[config.mk]
export PLATFORM = sky130hd
export DESIGN_NAME = key_debounce_nch
export DESIGN_NICKNAME = d
export VERILOG_FILES = /design/src/rtl/key_pkg.sv /design/src/rtl/key_chan.sv /design/src/rtl/key_debounce_nch.sv
export SDC_FILE = /design/constraint.sdc
export NUM_CORES = 1
export LEC_CHECK = 0
export ABC_AREA = 1
export BUFFER_PORTS_ARGS = -buffer_cell sky130_fd_sc_hd__buf_4
export CORE_MARGIN = 1
export CORE_UTILIZATION = 60
export CTS_CLUSTER_SIZE = 20
export DETAILED_ROUTE_END_ITERATION = 10
export PLACE_DENSITY = 0.83
export SLEW_MARGIN = 20
export SYNTH_ARGS = -nofsm -noshare
export SYNTH_HDL_FRONTEND = slang
export SYNTH_HIERARCHICAL = 1
export SYNTH_SLANG_ARGS = --single-unit
[constraint.sdc]
create_clock -name sys_clk -period 1.9 [get_ports sys_clk]
set_input_delay 0.38 -clock sys_clk [delete_from_list [all_inputs] [get_ports sys_clk]]
set_output_delay 0.38 -clock sys_clk [all_outputs]
set_load 0.005 [all_outputs]
[src/rtl/key_pkg.sv]
// ============================================================================
// Module   : key_pkg
// Purpose  : Shared key debouncer types, counter width helper, 50 MHz defaults
// Revision : 1.0
// ============================================================================
`default_nettype none

package key_pkg;

    typedef enum logic [1:0] {
        IDLE      = 2'd0,
        PRESS_DEB = 2'd1,
        HELD      = 2'd2,
        REL_DEB   = 2'd3
    } key_st_t;

    localparam logic [19:0] C_CNT_MAX_DEF  = 20'd999_999;     // 20 ms at 50 MHz
    localparam logic [27:0] C_LONG_MAX_DEF = 28'd49_999_999;  // 1 s at 50 MHz

    function automatic int cnt_width(input int max_val);
        return $clog2(max_val + 1);
    endfunction

endpackage

`default_nettype wire

[src/rtl/key_chan.sv]
// ============================================================================
// Module   : key_chan
// Purpose  : One key channel: 2-FF sync, debounce FSM, optional long-press
//            counter (KEY_LONG_PRESS_EN), registered outputs
// Revision : 1.0
// ============================================================================
`default_nettype none

module key_chan
    import key_pkg::*;
#(
    parameter logic [19:0] CNT_MAX    = C_CNT_MAX_DEF,
    parameter logic [27:0] LONG_MAX   = C_LONG_MAX_DEF,
    parameter bit          ACTIVE_LOW = 1'b1
) (
    input  logic sys_clk,
    input  logic sys_rst_n,
    input  logic key_in,
    output logic key_state,
    output logic key_press,
    output logic key_release,
    output logic key_long
);

    localparam int            CW          = cnt_width(int'(CNT_MAX));
    localparam logic [CW-1:0] C_CNT_LAST  = CW'(CNT_MAX - 20'd1);
    localparam logic          C_KEY_IDLE  = ACTIVE_LOW;

    logic          sync1_q, sync1_d;
    logic          sync2_q, sync2_d;
    key_st_t       state_q, state_d;
    logic [CW-1:0] cnt_q, cnt_d;
    logic          level_q, level_d;
    logic          press_q, press_d;
    logic          release_q, release_d;
    logic          w_k_s;

    assign w_k_s = ACTIVE_LOW ? ~sync2_q : sync2_q;

    always_comb begin
        sync1_d   = key_in;
        sync2_d   = sync1_q;
        state_d   = state_q;
        cnt_d     = cnt_q;
        level_d   = level_q;
        press_d   = 1'b0;
        release_d = 1'b0;
        case (state_q)
            IDLE: begin
                cnt_d = '0;
                if (w_k_s) state_d = PRESS_DEB;
            end
            PRESS_DEB: begin
                if (!w_k_s) begin
                    state_d = IDLE;
                    cnt_d   = '0;
                end else if (cnt_q == C_CNT_LAST) begin
                    state_d = HELD;
                    level_d = 1'b1;
                    press_d = 1'b1;
                    cnt_d   = '0;
                end else begin
                    cnt_d = cnt_q + 1'b1;
                end
            end
            HELD: begin
                if (!w_k_s) begin
                    state_d = REL_DEB;
                    cnt_d   = '0;
                end
            end
            REL_DEB: begin
                if (w_k_s) begin
                    state_d = HELD;
                    cnt_d   = '0;
                end else if (cnt_q == C_CNT_LAST) begin
                    state_d   = IDLE;
                    level_d   = 1'b0;
                    release_d = 1'b1;
                    cnt_d     = '0;
                end else begin
                    cnt_d = cnt_q + 1'b1;
                end
            end
            default: begin
                state_d = IDLE;
                cnt_d   = '0;
            end
        endcase
    end

    always_ff @(posedge sys_clk) begin
        if (!sys_rst_n) begin
            sync1_q   <= C_KEY_IDLE;
            sync2_q   <= C_KEY_IDLE;
            state_q   <= IDLE;
            cnt_q     <= '0;
            level_q   <= 1'b0;
            press_q   <= 1'b0;
            release_q <= 1'b0;
        end else begin
            sync1_q   <= sync1_d;
            sync2_q   <= sync2_d;
            state_q   <= state_d;
            cnt_q     <= cnt_d;
            level_q   <= level_d;
            press_q   <= press_d;
            release_q <= release_d;
        end
    end

    assign key_state   = level_q;
    assign key_press   = press_q;
    assign key_release = release_q;

`ifdef KEY_LONG_PRESS_EN
    localparam int            LW         = cnt_width(int'(LONG_MAX));
    localparam logic [LW-1:0] C_LONG_TOP = LW'(LONG_MAX);
    localparam logic [LW-1:0] C_LONG_PRE = LW'(LONG_MAX - 28'd2);

    logic [LW-1:0] lcnt_q, lcnt_d;
    logic          long_q, long_d;

    // Release bounces keep counting; only a completed release clears the hold time.
    always_comb begin
        lcnt_d = lcnt_q;
        long_d = 1'b0;
        if (state_d == IDLE) begin
            lcnt_d = '0;
        end else if (state_q == HELD || state_q == REL_DEB) begin
            if (lcnt_q != C_LONG_TOP) lcnt_d = lcnt_q + 1'b1;
            long_d = (lcnt_q == C_LONG_PRE);
        end
    end

    always_ff @(posedge sys_clk) begin
        if (!sys_rst_n) begin
            lcnt_q <= '0;
            long_q <= 1'b0;
        end else begin
            lcnt_q <= lcnt_d;
            long_q <= long_d;
        end
    end

    assign key_long = long_q;
`else
    assign key_long = 1'b0;
`endif

endmodule

`default_nettype wire

[src/rtl/key_debounce_nch.sv]
// ============================================================================
// Module   : key_debounce_nch
// Purpose  : N-channel key debouncer; long-press output built only when
//            KEY_LONG_PRESS_EN is defined
// Revision : 1.0
// ============================================================================
`default_nettype none

module key_debounce_nch
    import key_pkg::*;
#(
    parameter int          N_KEYS     = 4,
    parameter logic [19:0] CNT_MAX    = C_CNT_MAX_DEF,
    parameter logic [27:0] LONG_MAX   = C_LONG_MAX_DEF,
    parameter bit          ACTIVE_LOW = 1'b1
) (
    input  logic              sys_clk,
    input  logic              sys_rst_n,
    input  logic [N_KEYS-1:0] key_in,
    output logic [N_KEYS-1:0] key_state,
    output logic [N_KEYS-1:0] key_press,
    output logic [N_KEYS-1:0] key_release,
    output logic [N_KEYS-1:0] key_long
);

    for (genvar gi = 0; gi < N_KEYS; gi++) begin : g_chan
        key_chan #(
            .CNT_MAX    (CNT_MAX),
            .LONG_MAX   (LONG_MAX),
            .ACTIVE_LOW (ACTIVE_LOW)
        ) u_chan (
            .sys_clk     (sys_clk),
            .sys_rst_n   (sys_rst_n),
            .key_in      (key_in[gi]),
            .key_state   (key_state[gi]),
            .key_press   (key_press[gi]),
            .key_release (key_release[gi]),
            .key_long    (key_long[gi])
        );
    end

endmodule

`default_nettype wire

==> out/metrics.cfg, run 1 <==
[floorplan]
core_area_mm2=0.0109
rows=38
dieHeight_um=108
ios=22
die_w_um=108
start_util=0.621
die_area_mm2=0.0117

[yosys]
synth_cells=1031
synth_cell_types=39
syn_nets=1045
synth_area_leaders=dfxtp_1 (32%), nand2_1 (17%), nor2_1 (6.8%)
synth_area_leader_cell=dfxtp_1
synth-main-ff-cell=dfxtp_1
yosysWarnings=6
synth_top_area_share=0.320
synth_common_cells=nand2_1 (313), nor2_1 (122), dfxtp_1 (108), inv_1 (93), nand3_1 (62)
synthesis.area_mm2=0.00676
ys_async_sr_fraction=0
synth_seq_cells=108
synth_area_per_cell_um2=6.56
ys_seq_area_frac=0.320
synth_most_common_cell=nand2_1
synth_edf_count=0

[placed_design]
gp_congestion=0.923
dp_hpwl_um=10600
pre_cts_slack_ns=0.141
io_buffers=17

[sta]
report.final.slew_viol_count=0
hold_viol=0
rsz0062_at_grt=false
fin_ws_ns=0.240
fmax_mhz=603
finalSetupViolations=0
fin_crit_sh=0.874
finalCriticalPeriod_ns=1.66
fin_setup_tns_ns=0
hold_slack_ns=0.177
clock_skew_ns=0.00731

[clock_network]
cts.sinks=108
cts_resized=0
cts_buffers=9
cts_hold_buffers=0
cts.path.max_buffers=2
clockRootBuffer=clkbuf_8
htreeDepth=3
cts.clk_slew.worst_paths_ns=0.10
insertion_delay_ns=0.38
cts_tree=built

[cells_and_area]
register_area_mm2=0.00216
post-route-util=0.675
layout.nets=1074
n_antenna_cell=0
multi_input_area_mm2=0.00398
layout-drive-gt1-share=0.209
syn_to_final_growth_pct=8.68
nFillCells=996

[setup_path]
reg2reg_slack_ns=0.24
r2r_cells=10
cp_max_fo=5
crit_end=g_chan[1].u_chan/cnt_q[14]$_SDFFE_PN0N_
cp.required_ns=2.18
crit_path_start=g_chan[1].u_chan/cnt_q[1]$_SDFFE_PN0N_
r2r-start=g_chan[1].u_chan/cnt_q[1]$_SDFFE_PN0N_
worst-setup-path-type=flop to flop
end_kind=flop
crit_path_start_kind=flop
worst_ep_arrival_time_ns=1.94
r2r_end=g_chan[1].u_chan/cnt_q[14]$_SDFFE_PN0N_

[grt]
grt_pass1_wl_um=24900
grt_pass1_vias=5702
antenna_found_initial=0
grt_usage=0.266
grt_max_degree=21
grt.overflow.total=0

[power_and_ir_drop]
power.total_w=0.00409
ir_worst_vdd_mv=0.634
cellLeakagePower_nw=2.60
p_per_area_mw_per_mm2=556

[routing]
wire_per_inst_um=12.4
drc=0
ant_nets=0
first_pass_iters=5
vias=6387
drt_iter0_drc=358
viasPerCell=5.30
drt-total-wl_um=14900

[worst_hold_path]
min_path_type=input pin to flop

[run]
drv_cap=0

[run_status]
status=finished, final reports clean

==> worst max-delay path, cell delays in order (launching register included) <==
cell and delay (ns):
dfxtp_1 0.42, ha_1 0.30, nand2_2 0.10, nor2_2 0.13, nand2_2 0.11, nor2_4 0.15, nand2_2 0.08, nand2_1 0.07
nand2_1 0.08, nand2_2 0.07, a21oi_2 0.04
==> placed cells by master (no fill, tap or decap), drive strengths merged, types with 7 or more instances in the layout <==
master / instances
or2: 8
inv: 106
clkbuf: 11
nand4: 22
buf: 48
nor2: 160
o21ai: 39
nand2: 358
a21oi: 80
nand3: 73
dfxtp: 108
ha: 8
nor3: 7
xor2: 10
==> flip-flops by register name, summed over array words and instances (netlist names), named ones only <==
name and count:
g_chan.u_chan/sync1_q 4, g_chan.u_chan/sync2_q 4, g_chan.u_chan/key_press 4, g_chan.u_chan/key_state 4, g_chan.u_chan/cnt_q 80, g_chan.u_chan/key_release 4, g_chan.u_chan/state_q 4
==> logic make-up after synthesis <==
group                      count (synthesis)  synth area share
adders and majority gates                  8            0.0148
and+or+nand+nor                          632             0.432
buffers and inverters                    136            0.0916
xor gates and xnor gates                  14            0.0181
other                                      4           0.00222
AOI/OAI and AO/OA                        129             0.121
DFF                                      108             0.320
==> layout make-up <==
cell class	instances	area share
clock inverter	5	0.0114
clock buffer	11	0.0206
tap	140	0.0238
timing repair buffer	48	0.0542
sequential	108	0.294
multi-input combinational	787	0.542
inverter	106	0.0542
==> power by group <==
group | internal, W | leakage, nW | switching (W)
Sequential | 0.00228 | 0.872 | 0.0000168
Clock | 0.000816 | 0.112 | 0.000797
Combinational | 0.0000603 | 1.61 | 0.000114
==> how the worst min path moves through the flow <==
stage,startpoint,endpoint,slack [ns],cells past startpoint
floorplan,g_chan[0].u_chan/sync1_q$_SDFF_PN1_,g_chan[0].u_chan/sync2_q$_SDFF_PN1_,0.39,1
global placement,g_chan[2].u_chan/sync1_q$_SDFF_PN1_,g_chan[2].u_chan/sync2_q$_SDFF_PN1_,0.39,1
detailed placement,g_chan[1].u_chan/sync1_q$_SDFF_PN1_,g_chan[1].u_chan/sync2_q$_SDFF_PN1_,0.40,1
CTS,key_in[1],g_chan[1].u_chan/sync1_q$_SDFF_PN1_,0.15,2
global route,key_in[1],g_chan[1].u_chan/sync1_q$_SDFF_PN1_,0.15,2
finish,key_in[2],g_chan[2].u_chan/sync1_q$_SDFF_PN1_,0.18,2
==> metal layers <==
metal | GRT usage | wire length, um | up-vias | share of wire
met5 | 0 | 0 | - | 0
met4 | 0.0930 | 255 | 0 | 0.017
met3 | 0.0524 | 709 | 23 | 0.048
met2 | 0.446 | 7090 | 153 | 0.48
met1 | 0.338 | 6870 | 2896 | 0.46
li1 | - | - | 3315 | -
==> stage by stage <==
stage / instance area [um2] / instances
2_1_floorplan: 6760 / 1031
3_3_place_gp: 6940 / 1171
3_5_place_dp: 6940 / 1171
4_1_cts: 7170 / 1187
5_1_grt: 7350 / 1205
6_report: 7350 / 1205
==> repair_timing <==
| action | CTS | global route |
|---|---|---|
| buffers inserted | 0 | 18 |
| setup endpoints to repair | 0 | 8 |
| endpoints found under the hold margin | 0 | 0 |
(Power assumes the default switching activity.)
==> run 2, diff against run 1 <==
ABC_AREA = not set   (was 1)
PLACE_DENSITY = 0.84   (was 0.83)
==> run 2 against run 1 <==
The flow now finishes with violations (setup timing). Sequential power about the same. Final area down 8.8%. Fmax down 20%. Non-clock buffer count up 54. Utilization up 9.0 points. Final cell count down 29%. Sequential share of layout area up 3.1 points. Register-to-register slack worse by 0.41 ns. Global-route usage up 2.0 points. Critical endpoint is now g_chan[3].u_chan/cnt_q[14]$_SDFFE_PN0N_.
==> out/metrics.cfg, run 2 <==
[run_status]
status=complete, but fails checks  ; was finished, final reports clean
failed_checks=setup timing

[clock_network]
cts.sinks=108  ; unchanged
cts_tree=built  ; unchanged
htreeDepth=3  ; unchanged
cts_buffers=9  ; unchanged
insertion_delay_ns=0.37  ; was 0.38 ns
clockRootBuffer=clkbuf_8  ; unchanged
cts.path.max_buffers=2  ; unchanged
cts.clk_slew.worst_paths_ns=0.11  ; was 0.10 ns

[grt]
use_met1=0.335  ; was 0.338
grt_pass1_wl_um=22600  ; was 24900 um
grt_usage=0.286  ; was 0.266
top_usage_layer=met2  ; unchanged
grt_pass1_vias=5071  ; was 5702
grt.overflow.total=0  ; unchanged
use_met2=0.509  ; was 0.446
grtUsageMet3=0.0547  ; was 0.0524
grt_max_degree=29  ; was 21
antenna_found_initial=0  ; unchanged

[routing]
drt_iter0_drc=251  ; was 358
drt-total-wl_um=14100  ; was 14900 um
first_pass_iters=6  ; was 5
vias=5380  ; was 6387
drc=0  ; unchanged
wire_per_inst_um=16.4  ; was 12.4 um
viasPerCell=6.25  ; was 5.30
ant_nets=0  ; unchanged

[yosys]
synth_cells=655  ; was 1031
synth_area_leader_cell=dfxtp_1  ; unchanged
synth_common_cells=dfxtp_1 (108), nand2_1 (107), nand3_1 (53), a21oi_1 (37), a31oi_1 (36)  ; was nand2_1 (313), nor2_1 (122), dfxtp_1 (108), inv_1 (93), nand3_1 (62)
ys_async_sr_fraction=0  ; unchanged
synthesis.area_mm2=0.00547  ; was 0.00676 mm2
synth-main-ff-cell=dfxtp_1  ; unchanged
synth_cell_types=53  ; was 39
ys_seq_area_frac=0.395  ; was 0.320
syn_nets=669  ; was 1045
synth_seq_cells=108  ; unchanged
synth_edf_count=0  ; unchanged
synth_area_per_cell_um2=8.35  ; was 6.56 um2
synth_most_common_cell=dfxtp_1  ; was nand2_1
yosysWarnings=6  ; unchanged
synth_area_leaders=dfxtp_1 (40%), nand2_1 (7.3%), nand3_1 (4.8%)  ; was dfxtp_1 (32%), nand2_1 (17%), nor2_1 (6.8%)
synth_top_area_share=0.395  ; was 0.320

[placed_design]
io_buffers=17  ; unchanged
gp_congestion=0.873  ; was 0.923
pre_cts_slack_ns=-0.310  ; was 0.141 ns
dp_hpwl_um=9130  ; was 10600 um
dpl.cell_count=838  ; was 1171
placed_area_mm2=0.00624  ; was 0.00694 mm2

[setup_path]
crit_family=simple AND/OR/NAND/NOR gates  ; unchanged
r2r_cells=5  ; was 10
r2r-start=g_chan[3].u_chan/cnt_q[12]$_SDFFE_PN0N_  ; was g_chan[1].u_chan/cnt_q[1]$_SDFFE_PN0N_
cp.required_ns=2.16  ; was 2.18 ns
end_kind=flop  ; unchanged
worst-path-buf-inv=0  ; unchanged
r2r_end=g_chan[3].u_chan/cnt_q[14]$_SDFFE_PN0N_  ; was g_chan[1].u_chan/cnt_q[14]$_SDFFE_PN0N_
worst-setup-path-type=flop to flop  ; unchanged
crit_path_max_incr_delay_ns=0.54  ; was 0.42 ns
crit_path_start_kind=flop  ; unchanged
reg2reg_slack_ns=-0.17  ; was 0.24 ns
cpMaxStageDelayCell=or4b_4  ; was dfxtp_1
crit_chain=or4b_4, or3_4, o211a_4, and3_4, a211o_1  ; was ha_1, nand2_2, nor2_2, nand2_2, nor2_4, nand2_2, nand2_1, nand2_1, nand2_2, a21oi_2
cp_max_fo=3  ; was 5
worst_ep_arrival_time_ns=2.34  ; was 1.94 ns

[sta]
slew_headroom=0.652
hold_viol=0  ; unchanged
fmax_mhz=483  ; was 603 MHz
fin_crit_sh=1.09  ; was 0.874
finalCriticalPeriod_ns=2.07  ; was 1.66 ns
fin_ws_ns=-0.172  ; was 0.240 ns
hold_slack_ns=0.181  ; was 0.177 ns
clock_skew_ns=0.00939  ; was 0.00731 ns
worstMarginPinSlew_ns=0.519
finalSetupViolations=17  ; was 0
rsz0062_at_grt=true  ; was false
report.final.slew_viol_count=0  ; unchanged

[cells_and_area]
mostFrequentLayoutCells=nand2_1 (107), dfxtp_1 (94), buf_4 (94)  ; was nand2_1 (313), nor2_1 (122), dfxtp_1 (108)
stdcell_area_mm2=0.00670  ; was 0.00735 mm2
register_area_mm2=0.00218  ; was 0.00216 mm2
mostFrequentLayoutCell=nand2_1  ; unchanged
layout.nets=762  ; was 1074
largest_reg_flops=80  ; unchanged
post-route-util=0.764  ; was 0.675
nFillCells=555  ; was 996
layout-drive-gt1-share=0.256  ; was 0.209
syn_to_final_growth_pct=22.4  ; was 8.68%
finalNonFillerCells=861  ; was 1205
multi_input_area_mm2=0.00323  ; was 0.00398 mm2
top_register=g_chan.u_chan/cnt_q  ; unchanged
n_antenna_cell=0  ; unchanged

[floorplan]
start_util=0.624  ; was 0.621
ios=22  ; unchanged
core_area_mm2=0.00876  ; was 0.0109 mm2
die_w_um=97.5  ; was 108 um
dieHeight_um=97.5  ; was 108 um
die_area_mm2=0.00951  ; was 0.0117 mm2
rows=34  ; was 38

[run]
drv_cap=0  ; unchanged

[power_and_ir_drop]
clkPwrFrac=0.387  ; was 0.395
ir_worst_vdd_mv=0.517  ; was 0.634 mV
p_seq_frac=0.586  ; was 0.563
p_per_area_mw_per_mm2=586  ; was 556 mW/mm2
switching_power_w=0.000943  ; was 0.000927 W
cellLeakagePower_nw=2.48  ; was 2.60 nW
internal-power_w=0.00298  ; was 0.00316 W
pwr-share-comb=0.027  ; was 0.043
switching_share=0.240  ; was 0.227

[worst_hold_path]
min_from=key_in[3]  ; was key_in[2]
min_path_type=input pin to flop  ; unchanged
whs_endpoint=g_chan[3].u_chan/sync1_q$_SDFF_PN1_  ; was g_chan[2].u_chan/sync1_q$_SDFF_PN1_
worstHoldPathCells=2  ; unchanged

-- run 2: layout make-up --
type                            count  share of cell area
Sequential cell                   108               0.326
Multi-Input combinational cell    497               0.482
Clock inverter                      7              0.0138
Clock buffer                        9              0.0185
Tap cell                          108              0.0202
Inverter                           30              0.0168
Timing Repair Buffer              102               0.123
-- run 2: how the worst max path moves through the flow --
stage	startpoint	end	depth (start not counted)
3_5_place_dp	g_chan[2].u_chan/cnt_q[0]$_SDFFE_PN0N_	g_chan[2].u_chan/cnt_q[7]$_SDFFE_PN0N_	8
3_3_place_gp	g_chan[2].u_chan/cnt_q[0]$_SDFFE_PN0N_	g_chan[2].u_chan/cnt_q[2]$_SDFFE_PN0N_	8
6_report	g_chan[3].u_chan/cnt_q[12]$_SDFFE_PN0N_	g_chan[3].u_chan/cnt_q[14]$_SDFFE_PN0N_	5
4_1_cts	g_chan[3].u_chan/cnt_q[15]$_SDFFE_PN0N_	g_chan[3].u_chan/cnt_q[14]$_SDFFE_PN0N_	5
5_1_grt	g_chan[3].u_chan/cnt_q[12]$_SDFFE_PN0N_	g_chan[3].u_chan/cnt_q[14]$_SDFFE_PN0N_	5
2_1_floorplan	g_chan[3].u_chan/cnt_q[12]$_SDFFE_PN0N_	g_chan[3].u_chan/cnt_q[14]$_SDFFE_PN0N_	5
-- run 2: what timing repair did --
action | CTS | global route
resized for setup | 15 | 34
pin swaps | 9 | 16
hold buffers | 0 | 0
buffers inserted | 6 | 1
endpoints found under the setup margin | 35 | 43
-- run 2: kinds of logic after synthesis --
| logic type | count (synthesis) | share of synthesized area |
|---|---|---|
| mux | 12 | 0.0220 |
| fa+ha+maj | 8 | 0.0183 |
| buf+inv | 50 | 0.0430 |
| other cells | 4 | 0.00274 |
| simple gates | 321 | 0.338 |
| compound gates | 138 | 0.158 |
| xor+xnor | 14 | 0.0224 |
| flops | 108 | 0.395 |
-- run 2: per-layer routing --
metal | up-vias | wire (um)
met5 | - | 0
met4 | 0 | 455
met3 | 54 | 802
met2 | 221 | 7030
met1 | 2553 | 5800
li1 | 2552 | -
-- run 2: worst reg2reg max path: cells and delay by family (launching register included) --
| kind | cells | cell delay [ns] |
|---|---|---|
| AO/OA/AOI/OAI | 2 | 0.56 |
| flip-flops | 1 | 0.34 |
| AND/OR/NAND/NOR | 3 | 1.08 |
-- run 2: power by group through the flow --
stage	logic (W)	registers [W]	clock network, W
after CTS	0.000106	0.00230	0.00154
after global routing	0.000116	0.00231	0.00163
after floorplan	0.0000703	0.00235	0
final	0.000107	0.00230	0.00152
after detailed placement	0.000103	0.00235	0
after global placement	0.0000994	0.00235	0
-- run 2: stage by stage --
stage                     total power, W  TNS [ns]
final                            0.00393     -1.39
after global routing             0.00405     -2.43
after CTS                        0.00395     -1.80
after detailed placement         0.00246     -3.75
after global placement           0.00245     -1.43
after floorplan                  0.00242    -0.178
==> run 3, diff against run 2 <==
CORE_ASPECT_RATIO = 0.9   (was not set)
GPL_TIMING_DRIVEN = 0   (was not set)
==> run 3 against run 2 <==
The run still ends with setup timing left. Non-clock buffer count decreased by 26. Global-route usage up 0.45 points. Combinational power up 9%. Utilization is 0.73 points lower. Fmax fell by 0.22%. Sequential share of layout area increased by 0.90 points. First-iteration DRC count shrank 6.8%. Sequential power about the same.
==> out/metrics.cfg, run 3 (synthesized netlist as in run 2, its figures left out) <==
[run_status]
status=complete, but fails checks  ; unchanged
failed_checks=setup timing  ; unchanged

[cells_and_area]
n_antenna_cell=0  ; unchanged
top_register=g_chan.u_chan/cnt_q  ; unchanged
mostFrequentLayoutCell=nand2_1  ; unchanged
largest_reg_flops=80  ; unchanged
layout.nets=736  ; was 762
mostFrequentLayoutCells=nand2_1 (107), dfxtp_1 (88), buf_4 (56)  ; was nand2_1 (107), dfxtp_1 (94), buf_4 (94)
layout-drive-gt1-share=0.237  ; was 0.256
syn_to_final_growth_pct=20.8  ; was 22.4%

[clock_network]
cts.sinks=108  ; unchanged
cts_hold_buffers=0  ; unchanged
cts.path.max_buffers=2  ; unchanged
htreeDepth=3  ; unchanged
cts_tree=built  ; unchanged
cts.clk_slew.worst_paths_ns=0.10  ; was 0.11 ns
clockRootBuffer=clkbuf_8  ; unchanged
insertion_delay_ns=0.39  ; was 0.37 ns
cts_buffers=9  ; unchanged

[floorplan]
dieHeight_um=92.6  ; was 97.5 um
ios=22  ; unchanged
core_area_mm2=0.00873  ; was 0.00876 mm2
start_util=0.627  ; was 0.624
die_w_um=103  ; was 97.5 um
rows=32  ; was 34
die_area_mm2=0.00951  ; about the same

[setup_path]
worst-setup-path-type=flop to flop  ; unchanged
cp.required_ns=2.18  ; was 2.16 ns
end_kind=flop  ; unchanged
cp_max_fo=4  ; was 3
crit_path_start_kind=flop  ; unchanged
worst_ep_arrival_time_ns=2.35  ; was 2.34 ns

[routing]
ant_nets=0  ; unchanged
first_pass_iters=5  ; was 6
viasPerCell=6.11  ; was 6.25
vias=5166  ; was 5380
wire_per_inst_um=16.0  ; was 16.4 um
drc=0  ; unchanged
drt_iter0_drc=234  ; was 251
drt-total-wl_um=13500  ; was 14100 um

[grt]
grt_usage=0.290  ; was 0.286
grt.overflow.total=0  ; unchanged
grt_pass1_wl_um=21600  ; was 22600 um
antenna_found_initial=0  ; unchanged
grt_max_degree=17  ; was 29
grt_pass1_vias=4717  ; was 5071

[power_and_ir_drop]
p_seq_frac=0.562  ; was 0.586
ir_worst_vdd_mv=0.489  ; was 0.517 mV
internal-power_w=0.00323  ; was 0.00298 W
p_per_area_mw_per_mm2=617  ; was 586 mW/mm2
switching_power_w=0.000845  ; was 0.000943 W
cellLeakagePower_nw=2.40  ; was 2.48 nW
clkPwrFrac=0.410  ; was 0.387
switching_share=0.207  ; was 0.240
pwr-share-comb=0.029  ; was 0.027

[sta]
report.final.slew_viol_count=0  ; unchanged
fmax_mhz=482  ; was 483 MHz
slew_headroom=0.408  ; was 0.652
clock_skew_ns=0.0113  ; was 0.00939 ns
fin_crit_sh=1.09  ; about the same
worstMarginPinSlew_ns=0.883  ; was 0.519 ns
rsz0062_at_grt=true  ; unchanged
fin_ws_ns=-0.176  ; was -0.172 ns
finalCriticalPeriod_ns=2.08  ; was 2.07 ns
hold_viol=0  ; unchanged
fin_setup_tns_ns=-1.97  ; was -1.39 ns
finalSetupViolations=17  ; unchanged

[placed_design]
io_buffers=17  ; unchanged
pre_cts_slack_ns=-0.346  ; was -0.310 ns
dp_hpwl_um=8440  ; was 9130 um
gp_congestion=0.870  ; was 0.873

[worst_hold_path]
min_path_type=input pin to flop  ; unchanged

[run]
drv_cap=0  ; unchanged

-- run 3: cell types whose count changed in the layout (fill, tap and decap cells not counted), moves of 3 or more --
| cell | previous run | this run |
|---|---|---|
| dfxtp_2 | 13 | 10 |
| inv_6 | 3 | 0 |
| a21oi_1 | 29 | 26 |
| dfxtp_1 | 94 | 88 |
| dfxtp_4 | 1 | 10 |
| buf_12 | 3 | 0 |
| buf_4 | 94 | 56 |
| nor4_2 | 4 | 1 |
| nor4_4 | 6 | 9 |
| buf_6 | 5 | 13 |
| clkbuf_1 | 0 | 5 |
-- run 3: layout make-up --
cell class	count	area [um2]
timing repair buffer	56	443
sequential	108	2210
tap	119	149
fill	612	2120
multi-input combinational	497	3290
inverter	30	115
buffer	20	165
clock buffer	10	138
clock inverter	5	100
-- run 3: worst max-delay path, cell delays in order (launching register included) --
cell,delay (ns)
dfxtp_4,0.36
or4b_4,0.52
or3_4,0.40
o211ai_1,0.22
buf_4,0.18
nor3_2,0.04
a211o_1,0.26
-- run 3: routing by layer --
metal	global-route usage	vias up	share of wire
met5	0	-	0
met4	0.150	0	0.025
met3	0.0536	30	0.055
met2	0.471	181	0.50
met1	0.363	2448	0.42
li1	-	2507	-
-- run 3: path summary, 6_finish.rpt --
| check | depth (start not counted) | end | startpoint | slack, ns |
|---|---|---|---|---|
| min | 2 | g_chan[0].u_chan/sync1_q$_SDFF_PN1_ | key_in[0] | 0.18 |
| max reg2reg | 6 | g_chan[3].u_chan/cnt_q[14]$_SDFFE_PN0N_ | g_chan[3].u_chan/cnt_q[12]$_SDFFE_PN0N_ | -0.18 |
| min reg2reg | 1 | g_chan[0].u_chan/sync2_q$_SDFF_PN1_ | g_chan[0].u_chan/sync1_q$_SDFF_PN1_ | 0.42 |
| max | 6 | g_chan[3].u_chan/cnt_q[14]$_SDFFE_PN0N_ | g_chan[3].u_chan/cnt_q[12]$_SDFFE_PN0N_ | -0.18 |
-- run 3: power by group through the flow --
stage	Combinational (W)	Sequential [W]	Clock (W)
global route	0.000128	0.00229	0.00178
detailed placement	0.000110	0.00235	0
global placement	0.000106	0.00235	0
floorplan	0.0000703	0.00235	0
CTS	0.000114	0.00229	0.00169
finish	0.000117	0.00229	0.00167
-- run 3: timing repair --
action	4_1_cts	5_1_grt
resized for setup	42	56
cloned	1	1
pin swaps	21	23
setup endpoints to repair	70	73
setup buffers	26	11
-- run 3: stage by stage --
step	util	power, W	hold slack (ns)	cell area (um2)	instances
3_5_place_dp	0.660	0.00246	0.394	5760	791
3_3_place_gp	0.660	0.00246	0.387	5760	791
5_1_grt	0.757	0.00420	0.172	6610	845
6_report	0.757	0.00408	0.181	6610	845
2_1_floorplan	-	0.00242	0.386	5490	655
4_1_cts	0.728	0.00410	0.163	6350	833
